## config.mk

```make
export PLATFORM = sky130hd
export DESIGN_NAME = sync_ram_flat
export DESIGN_NICKNAME = d
export VERILOG_FILES = /design/src/rtl/sync_ram_if.sv /design/src/rtl/sync_ram.sv /design/src/flat_wrapper.sv
export SDC_FILE = /design/constraint.sdc
export NUM_CORES = 1
export LEC_CHECK = 0
export ABC_CLOCK_PERIOD_IN_PS = 3100
export BUFFER_PORTS_ARGS = -buffer_cell sky130_fd_sc_hd__buf_2
export CAP_MARGIN = 20
export CORE_UTILIZATION = 55
export CTS_BUF_LIST = sky130_fd_sc_hd__clkbuf_16
export DETAILED_ROUTE_END_ITERATION = 8
export PLACE_DENSITY = 0.71
export SLEW_MARGIN = 20
export SYNTH_ARGS = -nofsm -noshare
export SYNTH_HDL_FRONTEND = slang
export SYNTH_SLANG_ARGS = --single-unit
```

## constraint.sdc

```tcl
create_clock -name clk -period 3.1 [get_ports clk]
set_input_delay 0.62 -clock clk [delete_from_list [all_inputs] [get_ports clk]]
set_output_delay 0.62 -clock clk [all_outputs]
set_load 0.01 [all_outputs]
```

## src/rtl/sync_ram_if.sv

```systemverilog
// Bus bundle for sync_ram: write enable, shared address, write data and
// registered read data. The master drives the request side; the RAM is the slave.
interface sync_ram_if #(
  parameter int DATA_WIDTH = 4,
  parameter int ADDR_WIDTH = 4
);
  logic                  we;
  logic [ADDR_WIDTH-1:0] address;
  logic [DATA_WIDTH-1:0] data_in;
  logic [DATA_WIDTH-1:0] data_out;

  modport master (
    output we,
    output address,
    output data_in,
    input  data_out
  );

  modport slave (
    input  we,
    input  address,
    input  data_in,
    output data_out
  );
endinterface

```

## src/rtl/sync_ram.sv

```systemverilog
// Single-port synchronous RAM with a registered, write-first read port.
// Storage is plain flip-flops so a synchronous reset can clear every word.
module sync_ram #(
  parameter int DATA_WIDTH = 4,
  parameter int ADDR_WIDTH = 4,
  parameter int DEPTH      = 2 ** ADDR_WIDTH
) (
  input  logic           clk,
  input  logic           rst,
  sync_ram_if.slave      bus
);

  logic [DATA_WIDTH-1:0] mem_q [DEPTH];
  logic [DATA_WIDTH-1:0] mem_d [DEPTH];
  logic [DATA_WIDTH-1:0] data_out_q;
  logic [DATA_WIDTH-1:0] data_out_d;
  logic [DEPTH-1:0]      word_sel;

  // One write strobe per word: full decode, so no two addresses alias.
  for (genvar gi = 0; gi < DEPTH; gi++) begin : g_decode
    assign word_sel[gi] = bus.we && (bus.address == ADDR_WIDTH'(gi));
  end

  // Next-state of the array: only the strobed word takes data_in.
  always_comb begin
    for (int i = 0; i < DEPTH; i++) begin
      mem_d[i] = word_sel[i] ? bus.data_in : mem_q[i];
    end
  end

  // Read path: a write forwards its own data (write-first), otherwise the stored word.
  always_comb begin
    data_out_d = bus.we ? bus.data_in : mem_q[bus.address];
  end

  // State update; reset wins over any write presented in the same cycle.
  always_ff @(posedge clk) begin
    if (rst) begin
      for (int i = 0; i < DEPTH; i++) begin
        mem_q[i] <= '0;
      end
      data_out_q <= '0;
    end else begin
      for (int i = 0; i < DEPTH; i++) begin
        mem_q[i] <= mem_d[i];
      end
      data_out_q <= data_out_d;
    end
  end

  assign bus.data_out = data_out_q;

endmodule

```

## src/flat_wrapper.sv

```systemverilog
// flat-port wrapper written by rule: the top's interface ports become plain ports
module sync_ram_flat 
#(
  parameter int DATA_WIDTH = 4,
  parameter int ADDR_WIDTH = 4,
  parameter int DEPTH      = 2 ** ADDR_WIDTH
)
  (clk, rst, bus_we, bus_address, bus_data_in, bus_data_out);
  sync_ram_if #(.DATA_WIDTH(DATA_WIDTH), .ADDR_WIDTH(ADDR_WIDTH)) bus_i ();
  input  logic clk;
  input  logic rst;
  input wire logic [$bits(bus_i.we)-1:0] bus_we;
  input wire logic [$bits(bus_i.address)-1:0] bus_address;
  input wire logic [$bits(bus_i.data_in)-1:0] bus_data_in;
  output wire logic [$bits(bus_i.data_out)-1:0] bus_data_out;
  assign bus_i.we = bus_we;
  assign bus_i.address = bus_address;
  assign bus_i.data_in = bus_data_in;
  assign bus_data_out = bus_i.data_out;
  sync_ram #(.DATA_WIDTH(DATA_WIDTH), .ADDR_WIDTH(ADDR_WIDTH), .DEPTH(DEPTH)) u_core (.clk(clk), .rst(rst), .bus(bus_i));
endmodule
```

==> flow_summary.json <==
{
  "min-delay-start": "bus_data_in[2]",
  "synth_cell_types": 31,
  "r2r-end": "u_core.bus.data_out[3]$_SDFF_PP0_",
  "p_switching_w": 0.000460,
  "leakage_nw": 1.28,
  "vias_per_cell": 5.84,
  "grt_pass1_wl_microns": 9990,
  "n_antenna_cell": 0,
  "track_usage_pct": 23.9,
  "drv_cap": 0,
  "yosys.area.top_type": "edfxtp_1",
  "multi_input_area_sq_um": 945,
  "synthSimpleGateAreaFrac_pct": 11.8,
  "synthCells": 227,
  "overflow": 0,
  "clock_sinks": 68,
  "fill_cells": 403,
  "cts_buffers": 9,
  "die_h_microns": 76.6,
  "synthTopCellsByCount": "64 x edfxtp_1, 42 x nor2_1, 20 x mux2i_1",
  "grt_antenna_before_repair": 0,
  "hold_path.class": "in -> reg",
  "postCtsResizedCells": 0,
  "r2r_setup_slack_ns": 1.66,
  "seqPwrFrac_pct": 51.5,
  "dp.cells": 300,
  "synth_xor_area_share_pct": 0,
  "h-tree-depth": 3,
  "grt_max_degree": 28,
  "area_growth_pct": 11.7,
  "p_comb_share_pct": 8.3,
  "vias": 1840,
  "fp-row-count": 26,
  "yosysMostFrequentCell": "edfxtp_1",
  "regArea_sq_um": 2000,
  "r2r-start": "u_core.mem_q[5][3]$_SDFFCE_PN0P_",
  "io_pins": 15,
  "min_period_over_period_pct": 60.6,
  "switching_share_pct": 21.7,
  "ys.flop_type": "edfxtp_1",
  "min_period_ns": 1.88,
  "design.core.area_sq_um": 5240,
  "post-synth-top-area-fraction_pct": 62.8,
  "cts_tree": "yes",
  "hold_viol": 0,
  "p_clk_share_pct": 40.2,
  "synth_area_sq_um": 3060,
  "status": "finished, final reports clean",
  "powerDensity_nw_per_um2": 621,
  "hold_buffers": 0,
  "portBuffers": 14,
  "gp_congestion": 0.822,
  "relSlewSlack_pct": 54.7,
  "design.die.area_sq_um": 5870,
  "async_reset_ff_share_pct": 0,
  "synth-seq-cells": 68,
  "instances_no_fill": 315,
  "syn-num-nets": 238,
  "synth_compound_area_share_pct": 7.89,
  "cts-root-buf": "clkbuf_16",
  "synthMuxAreaShare_pct": 11.2,
  "first_pass_iters": 4,
  "fin_skew_ns": 0.00643,
  "required_ns": 3.12,
  "end_kind": "flop",
  "tightest_slew_ns": 0.679,
  "wirelength_microns": 6300,
  "synthAdderAreaFrac_pct": 0,
  "rsz0062_at_grt": "false",
  "synth_edf_count": 64,
  "layout-drive-gt1-share_pct": 16.3,
  "cts_buffer_depth": 2,
  "arrival_ns": 1.90,
  "crit_path_max_fanout": 27,
  "min_to": "u_core.bus.data_out[2]$_SDFF_PP0_",
  "die_x_microns": 76.6,
  "final_antenna_net_count": 0,
  "grt_pass1_vias": 1898,
  "total_power_w": 0.00212,
  "slew_violations": 0,
  "setup_viol_count_final": 0,
  "worstRegToRegCells": 4,
  "hold_depth": 3,
  "clkLatencyLatePin_ns": 0.33,
  "clk_pin_slew_ns": 0.05,
  "tns_ns": 0,
  "post_drt_wl_per_cell_microns": 20.0,
  "synth.area.top_cells": "edfxtp_1 63%, mux2i_1 6.5%, nor2_1 5.2%",
  "pre_cts_slack_ns": 0.910,
  "peakVddDrop_mv": 0.403,
  "synth_top_family_by_area": "simple AND/OR/NAND/NOR gates",
  "first_iter_violations": 125,
  "hpwl_microns": 4460,
  "holdWs_ns": 0.555,
  "drc": 0,
  "initial_core_util_pct": 58.4,
  "yosys_warnings": 0,
  "syn_avg_cell_area_sq_um": 13.5,
  "yosysSeqAreaShare_pct": 65.4,
  "setup_slack_ns": 1.22,
  "cts_setup_buffers": 0,
  "cp-start-kind": "input pin",
  "fmax_mhz": 532,
  "worst-setup-path-type": "in -> reg",
  "p_int_w": 0.00166,
  "layout.nets": 252
}
logic make-up after synthesis:
kind of cell,count (synthesis)
muxes,28
AOI/OAI and AO/OA,30
and+or+nand+nor,77
buffers and inverters,24
DFF,68
cell usage in the layout (no fill, tap or decap), types with 2 or more instances in the layout:
cell	n
edfxtp_1	64
nor2_1	42
mux2i_1	20
nand2b_1	15
buf_2	14
inv_1	11
nand2_1	10
clkbuf_16	9
o22ai_1	8
mux2_2	4
a2bb2oi_1	4
o211ai_1	4
a211oi_1	4
buf_4	4
dfxtp_1	4
nand3_1	3
o21bai_1	3
nor2b_1	2
mux4_2	2
a221oi_2	2
mux4_1	2
a221oi_1	2
clkinv_1	2
clkinv_2	2
cell type report:
cell class / instances / area share (%)
flip-flops and latches: 68 / 58.6
clock buffers: 9 / 6.59
multi-input cells: 135 / 27.6
inverters: 9 / 0.988
repair buffers: 18 / 2.93
clock inverters: 6 / 0.732
well taps: 70 / 2.56
layer usage:
metal | track usage [%] | vias to the layer above | share of wire, %
met3 | 4.43 | 21 | 3.4
met1 | 31.6 | 903 | 47
li1 | - | 868 | -
met2 | 36.5 | 48 | 46
met5 | 0 | - | 0
met4 | 15.0 | 0 | 3.6
worst max-delay path, stage by stage:
cell      delay, ns
buf_2          0.53
and3_1         0.35
nand2_1        0.18
nand2b_1       0.21
worst max-delay path by stage:
stage | slack [ns] | depth (start not counted) | to | from
final | 1.22 | 4 | u_core.mem_q[9][0]$_SDFFCE_PN0P_ | bus_address[3]
after global routing | 1.05 | 4 | u_core.mem_q[2][3]$_SDFFCE_PN0P_ | bus_address[0]
after CTS | 1.23 | 5 | u_core.bus.data_out[3]$_SDFF_PP0_ | bus_address[0]
after detailed placement | 0.91 | 3 | u_core.mem_q[12][1]$_DFFE_PP_ | bus_address[3]
after global placement | 0.94 | 5 | u_core.bus.data_out[0]$_SDFF_PP0_ | bus_address[0]
after floorplan | 1.26 | 5 | u_core.mem_q[3][0]$_SDFFCE_PN0P_ | bus_address[3]
registers in the layout (all words and copies together) (netlist names):
register	cells
u_core.mem_q	64
u_core.bus.data_out	4
power groups by stage:
stage	clock network (W)	logic (W)	registers, W
2_1_floorplan	0	0.000124	0.00110
3_3_place_gp	0	0.000170	0.00111
3_5_place_dp	0	0.000173	0.00111
4_1_cts	0.000861	0.000175	0.00109
5_1_grt	0.000898	0.000190	0.00110
6_report	0.000852	0.000176	0.00109
stage by stage:
stage	utilization [%]	instance area, sq um
final	65.3	3420
after global routing	65.3	3420
after CTS	65.3	3420
after detailed placement	60.5	3170
after global placement	60.5	3170
after floorplan	-	3060
Power figures use the tool's default switching activity.
